### config.mk
export PLATFORM = sky130hd
export DESIGN_NAME = ntt_result_serializer_flat
export DESIGN_NICKNAME = d
export VERILOG_FILES = /design/src/rtl/ntt_result_serializer_if.sv /design/src/rtl/ntt_result_serializer.sv /design/src/flat_wrapper.sv
export SDC_FILE = /design/constraint.sdc
export NUM_CORES = 1
export LEC_CHECK = 0
export BUFFER_PORTS_ARGS = -buffer_cell sky130_fd_sc_hd__clkbuf_2
export CAP_MARGIN = 20
export CORE_AREA = 3 3 117 119
export CTS_CLUSTER_DIAMETER = 40
export DETAILED_ROUTE_END_ITERATION = 8
export DIE_AREA = 0 0 120 122
export PLACE_DENSITY = 0.86
export SYNTH_ARGS = -nofsm -noshare
export SYNTH_HDL_FRONTEND = slang
export SYNTH_SLANG_ARGS = --single-unit
export TNS_END_PERCENT = 50
### constraint.sdc
create_clock -name clk -period 6.3 [get_ports clk]
set_clock_uncertainty 0.05 [all_clocks]
set_input_delay 0.315 -clock clk [delete_from_list [all_inputs] [get_ports clk]]
set_output_delay 0.315 -clock clk [all_outputs]
set_load 0.01 [all_outputs]
### src/rtl/ntt_result_serializer_if.sv
// Bus bundle between the NTT lane outputs, the serializer and the host-side
// coefficient stream. The slave side is the serializer itself.
interface ntt_result_serializer_if #(
  parameter int W = 16
);
  logic         frame_start;
  logic         in_valid;
  logic         in_ready;
  logic [W-1:0] in_d1;
  logic [W-1:0] in_d2;
  logic [W-1:0] in_d3;
  logic [W-1:0] in_d4;
  logic [W-1:0] out_data;
  logic         out_valid;
  logic         out_ready;
  logic         out_last;
  logic [7:0]   out_index;
  logic         frame_done;
  logic         range_err;
  logic         busy;

  modport master (
    output frame_start, in_valid, in_d1, in_d2, in_d3, in_d4, out_ready,
    input  in_ready, out_data, out_valid, out_last, out_index,
           frame_done, range_err, busy
  );

  modport slave (
    input  frame_start, in_valid, in_d1, in_d2, in_d3, in_d4, out_ready,
    output in_ready, out_data, out_valid, out_last, out_index,
           frame_done, range_err, busy
  );
endinterface

### src/rtl/ntt_result_serializer.sv
// Turns 4-lane NTT result beats into a single coefficient stream.
// A 2-entry beat buffer decouples the lane side from the serial side so a
// steady 1-beat-per-4-cycles input gives a gapless word stream. Each
// accepted coefficient is also range-checked against the modulus.
module ntt_result_serializer #(
  parameter int N = 256,
  parameter int Q = 3329,
  parameter int W = 16
) (
  input logic                    clk,
  input logic                    rst,
  ntt_result_serializer_if.slave bus
);
  localparam int BEATS = N / 4;
  localparam int BW    = $clog2(BEATS + 1);

  localparam logic [1:0] ST_IDLE = 2'd0;
  localparam logic [1:0] ST_RUN  = 2'd1;
  localparam logic [1:0] ST_DONE = 2'd2;

  logic [1:0]    state_reg;
  logic [W-1:0]  mem_reg [2][4];
  logic          wr_ptr_reg;
  logic          rd_ptr_reg;
  logic [1:0]    count_reg;
  logic [1:0]    lane_reg;
  logic [BW-1:0] beats_reg;
  // One bit wider than out_index so the final increment cannot alias index 0.
  logic [8:0]    idx_reg;
  logic          err_reg;

  logic [W-1:0]  in_lane [4];
  logic [3:0]    lane_bad;
  logic          beat_bad;
  logic          in_ready_c;
  logic          out_valid_c;
  logic          push;
  logic          out_fire;
  logic          pop;
  logic          arm;
  logic          at_last;

  assign in_lane[0] = bus.in_d1;
  assign in_lane[1] = bus.in_d2;
  assign in_lane[2] = bus.in_d3;
  assign in_lane[3] = bus.in_d4;

  genvar gi;
  generate
    for (gi = 0; gi < 4; gi++) begin : g_range
      assign lane_bad[gi] = (in_lane[gi] >= W'(Q));
    end
  endgenerate
  assign beat_bad = |lane_bad;

  // Readiness depends only on registered state, never on in_valid or a pop.
  assign in_ready_c  = (state_reg == ST_RUN) && (count_reg < 2'd2) &&
                       (beats_reg < BW'(BEATS));
  assign out_valid_c = (count_reg != 2'd0);
  assign push        = bus.in_valid && in_ready_c;
  assign out_fire    = out_valid_c && bus.out_ready;
  assign pop         = out_fire && (lane_reg == 2'd3);
  assign arm         = (state_reg == ST_IDLE) && bus.frame_start;
  assign at_last     = (idx_reg == 9'(N - 1));

  // Frame sequencing: arm on frame_start, finish after the last word leaves.
  always_ff @(posedge clk or posedge rst) begin
    if (rst) begin
      state_reg <= ST_IDLE;
    end else begin
      case (state_reg)
        ST_IDLE: if (bus.frame_start) state_reg <= ST_RUN;
        ST_RUN:  if (out_fire && at_last) state_reg <= ST_DONE;
        ST_DONE: state_reg <= ST_IDLE;
        default: state_reg <= ST_IDLE;
      endcase
    end
  end

  // Per-frame counters and the sticky out-of-range flag.
  always_ff @(posedge clk or posedge rst) begin
    if (rst) begin
      beats_reg <= '0;
      lane_reg  <= '0;
      idx_reg   <= '0;
      err_reg   <= 1'b0;
    end else if (arm) begin
      beats_reg <= '0;
      lane_reg  <= '0;
      idx_reg   <= '0;
      err_reg   <= 1'b0;
    end else begin
      if (push) beats_reg <= beats_reg + 1'b1;
      if (push && beat_bad) err_reg <= 1'b1;
      if (out_fire) begin
        lane_reg <= lane_reg + 1'b1;
        idx_reg  <= idx_reg + 1'b1;
      end
    end
  end

  // Buffer occupancy and pointers; a push and a head pop together keep count.
  always_ff @(posedge clk or posedge rst) begin
    if (rst) begin
      wr_ptr_reg <= 1'b0;
      rd_ptr_reg <= 1'b0;
      count_reg  <= 2'd0;
    end else if (arm) begin
      wr_ptr_reg <= 1'b0;
      rd_ptr_reg <= 1'b0;
      count_reg  <= 2'd0;
    end else begin
      if (push) wr_ptr_reg <= ~wr_ptr_reg;
      if (pop)  rd_ptr_reg <= ~rd_ptr_reg;
      case ({push, pop})
        2'b10:   count_reg <= count_reg + 2'd1;
        2'b01:   count_reg <= count_reg - 2'd1;
        default: count_reg <= count_reg;
      endcase
    end
  end

  // Beat storage: the accepted beat lands in the tail entry.
  always_ff @(posedge clk or posedge rst) begin
    if (rst) begin
      for (int e = 0; e < 2; e++) begin
        for (int l = 0; l < 4; l++) begin
          mem_reg[e][l] <= '0;
        end
      end
    end else if (push) begin
      for (int l = 0; l < 4; l++) begin
        mem_reg[wr_ptr_reg][l] <= in_lane[l];
      end
    end
  end

  assign bus.in_ready   = in_ready_c;
  assign bus.out_valid  = out_valid_c;
  assign bus.out_data   = mem_reg[rd_ptr_reg][lane_reg];
  assign bus.out_last   = out_valid_c && at_last;
  assign bus.out_index  = idx_reg[7:0];
  assign bus.frame_done = (state_reg == ST_DONE);
  assign bus.range_err  = err_reg;
  assign bus.busy       = (state_reg != ST_IDLE);
endmodule
### src/flat_wrapper.sv
// flat-port wrapper written by rule: the top's interface ports become plain ports
module ntt_result_serializer_flat 
#(
  parameter int N = 256,
  parameter int Q = 3329,
  parameter int W = 16
)
  (clk, rst, bus_frame_start, bus_in_valid, bus_in_d1, bus_in_d2, bus_in_d3, bus_in_d4, bus_out_ready, bus_in_ready, bus_out_data, bus_out_valid, bus_out_last, bus_out_index, bus_frame_done, bus_range_err, bus_busy);
  ntt_result_serializer_if #(.W(W)) bus_i ();
  input logic clk;
  input logic rst;
  input wire logic [$bits(bus_i.frame_start)-1:0] bus_frame_start;
  input wire logic [$bits(bus_i.in_valid)-1:0] bus_in_valid;
  input wire logic [$bits(bus_i.in_d1)-1:0] bus_in_d1;
  input wire logic [$bits(bus_i.in_d2)-1:0] bus_in_d2;
  input wire logic [$bits(bus_i.in_d3)-1:0] bus_in_d3;
  input wire logic [$bits(bus_i.in_d4)-1:0] bus_in_d4;
  input wire logic [$bits(bus_i.out_ready)-1:0] bus_out_ready;
  output wire logic [$bits(bus_i.in_ready)-1:0] bus_in_ready;
  output wire logic [$bits(bus_i.out_data)-1:0] bus_out_data;
  output wire logic [$bits(bus_i.out_valid)-1:0] bus_out_valid;
  output wire logic [$bits(bus_i.out_last)-1:0] bus_out_last;
  output wire logic [$bits(bus_i.out_index)-1:0] bus_out_index;
  output wire logic [$bits(bus_i.frame_done)-1:0] bus_frame_done;
  output wire logic [$bits(bus_i.range_err)-1:0] bus_range_err;
  output wire logic [$bits(bus_i.busy)-1:0] bus_busy;
  assign bus_i.frame_start = bus_frame_start;
  assign bus_i.in_valid = bus_in_valid;
  assign bus_i.in_d1 = bus_in_d1;
  assign bus_i.in_d2 = bus_in_d2;
  assign bus_i.in_d3 = bus_in_d3;
  assign bus_i.in_d4 = bus_in_d4;
  assign bus_i.out_ready = bus_out_ready;
  assign bus_in_ready = bus_i.in_ready;
  assign bus_out_data = bus_i.out_data;
  assign bus_out_valid = bus_i.out_valid;
  assign bus_out_last = bus_i.out_last;
  assign bus_out_index = bus_i.out_index;
  assign bus_frame_done = bus_i.frame_done;
  assign bus_range_err = bus_i.range_err;
  assign bus_busy = bus_i.busy;
  ntt_result_serializer #(.N(N), .Q(Q), .W(W)) u_core (.clk(clk), .rst(rst), .bus(bus_i));
endmodule
==> results by group <==
Outcome
  – Run status: finished clean

STA
  – WHS: around 0.11 ns
  – Hold Fails Final Rpt: 0
  – Final period utilization: 47.48%
  – Slew HR: between 30% and 40%
  – Setup Viol. Count Final: 0
  – Slew Limit Fails: 0
  – Tightest Pin Transition: 0.9014 ns
  – FMAX: between 0.3 and 0.4 GHz
  – RSZ-0062 raised after global routing: false
  – Tmin final: between 2 and 3 ns
  – TNS Setup: 0 ns

Global route
  – Antenna violations before repair: 1
  – Grt ovf: 0
  – Overall global routing resource usage: 25.03%
  – First-pass GRT wire length: 27.39 mm
  – Largest net degree at the start of global routing: 82
  – Vias in the first global route: a little under 5000

Floorplanning
  – Die Ht: ~120 um
  – Initial Util: ~58%
  – Die area: 14640 um2
  – Site Rows: between 40 and 50
  – Ports: a little under 100
  – Core ar.: around 13000 um2
  – Die width: about 120 um

Route
  – Per-cell routed wire length: 22.50 um
  – DRT Pass-1 Iters: 4
  – Via Count: roughly 4600
  – Post-DRT Antenna Nets: 0
  – # DRC: 0
  – Initial drt markers: ~350
  – Wirelength, routed: about 17 mm
  – Via density: 5.977

Placed design
  – DP HPWL: ~12 mm
  – Routability cong.: 0.8342
  – Port bufs: 98

Setup path
  – Setup CP Type: reg2out
  – Worst EP arrival: approximately 2.6 ns
  – Worst r2r dst: u_core.mem_reg[55]
  – Worst setup startpoint: u_core.lane_reg[0]
  – Worst Path Max Fanout: 20
  – Startpoint types: flop
  – Worst path required time: roughly 6 ns
  – R2R depth: 4
  – Critical Path Sink Type: output pin
  – Launching point of the worst reg2reg path: u_core.state_reg[1]
  – Reg-to-reg slack, setup: around 3.5 ns

Power and ir drop
  – Leak Pwr: roughly 4 nW
  – Cell area power density: roughly 540 nW/um2
  – Clock power share: roughly 23%
  – Comb pwr share: between 30% and 40%
  – Net switching power: between 1 and 1.5 mW
  – Sw Share: a little under a third
  – Sequential Power Share: a little under two fifths
  – VDD IR-drop max: roughly 0.42 mV
  – Internal Power: roughly 3.2 mW

Yosys
  – Seq/Total Area, Yosys: just over 50%
  – Post-synth net total: roughly 560
  – Ys async rst share: 100.0%
  – Yosys cell types: 38
  – EDFF count, synth: 0
  – Seq cells post-synth: 153
  – Post-Syn Instances: 489
  – Most used DFF post-synth: dfrtp_1
  – Avg Cell Area, Syn: ~15 um2
  – Synthesized cell area: approximately 7400 um2
  – Warnings from Yosys: 0

Final layout
  – Fillcell total: roughly 900
  – Share of layout cells above drive strength 1: between 50% and 60%
  – Fin nets: about 650
  – Max reg flops: 128
  – Layout area overhead: 16.08%

Clocking
  – Worst-path clk slew: roughly 0.06 ns
  – Number of CTS-inserted buffers: 17
  – Setup bufs post-CTS: 0
  – Worst-skew pair later-pin latency: 0.42 ns
  – Clk Tree Root Cell: clkbuf_16
  – Post-CTS Hold Fix Bufs: 1
  – Clk sinks: 153
  – Post-CTS Resized: 0
  – CTS tree: yes
  – H-tree depth reported by CTS: 4
  – CTS max path bufs: 2

Min path
  – Min-Delay Path Class: in2reg
  – Worst hold path stage count: 2
  – Min-delay src: bus_in_d1[9]
  – Hold EP: u_core.mem_reg[121]

Flow run
  – Maximum Capacitance Violations: 0
[power groups by stage]
stage	Sequential, mW	Combinational, mW	Clock, mW
floorplan	1.64	1.49	0
global placement	1.74	1.74	0
detailed placement	1.78	1.80	0
CTS	1.78	1.82	1.07
global route	1.85	1.93	1.12
finish	1.79	1.81	1.06
[worst max path at each step]
stage / cells after the start / end
final: 4 / bus_out_data[8]
after global routing: 4 / bus_out_data[8]
after CTS: 4 / bus_out_data[8]
after detailed placement: 4 / u_core.mem_reg[55]
after global placement: 4 / u_core.mem_reg[33]
after floorplan: 1 / u_core.beats_reg[0]
[per-layer routing]
metal | vias to the layer above | routed length (um) | global-route usage, %
li1 | 1991 | - | -
met1 | 2406 | 6676 | 30.98
met2 | 152 | 9194 | 43.27
met3 | 29 | 982 | 6.453
met4 | 0 | 380 | 8.160
met5 | - | 0 | 0
[synthesized netlist by cell type (5+ instances only)]
cell	count	share of area [%]
clkbuf_1	10	0.51
buf_4	8	0.81
buf_1	7	0.36
mux2_4	49	10
nor4_1	10	0.85
ha_1	5	0.85
xnor2_1	6	0.71
nand4_1	5	0.42
xor2_1	9	1.1
a21oi_1	9	0.61
mux4_2	32	9.7
mux2_2	95	14
nand2_1	11	0.56
dfrtp_1	153	52
nand3_1	10	0.68
nor2_1	20	1.0
buf_12	5	1.4
[final cells by class]
type	count	area [um2]	share of cell area, %
antenna	1	2.502	0.02916
clock buffer	24	501.7	5.846
clock inverter	8	115.1	1.341
inverter	4	20.02	0.2333
multi-input combinational	297	3297	38.42
sequential	153	3830	44.63
tap	172	215.2	2.508
timing repair buffer	107	600.6	6.998
[stage by stage]
| step | power (mW) | utilization (%) | instance area (um2) | setup WS, ns | cells |
|---|---|---|---|---|---|
| floorplan | 3.125 | - | 7393 | 1.814 | 489 |
| global placement | 3.478 | 62.33 | 7898 | 3.617 | 730 |
| detailed placement | 3.581 | 62.33 | 7898 | 3.541 | 730 |
| CTS | 4.676 | 67.28 | 8524 | 3.222 | 763 |
| global route | 4.899 | 67.73 | 8582 | 3.133 | 766 |
| finish | 4.663 | 67.73 | 8582 | 3.309 | 766 |
[cell usage in the layout, fill, tap and decap left out, types with 10 or more instances in the layout]
cell / instances
clkbuf_16: 17
clkbuf_2: 98
dfrtp_1: 152
mux2_2: 95
mux2_4: 49
mux4_2: 32
nand2_1: 11
nand3_1: 10
nor2_1: 20
nor4_1: 10
[critical path: stages, from the launching register on]
cell,delay (ns)
dfrtp_2,0.69
buf_4,0.47
mux4_2,0.60
mux2_2,0.29
clkbuf_2,0.13
[cells by family (layout without fill, tap and decap cells)]
kind of cell    after synthesis  count (layout)  synth area share [%]
flops                       153             153                 51.79
compound gates               19              19                 1.557
xor+xnor                     15              15                 1.777
fa+ha+maj                     5               5                0.8462
mux                         176             176                 34.17
other cells                   0               1                     0
buf+inv                      39             143                 3.656
simple gates                 82              82                 6.211
(Power assumes the default switching activity.)
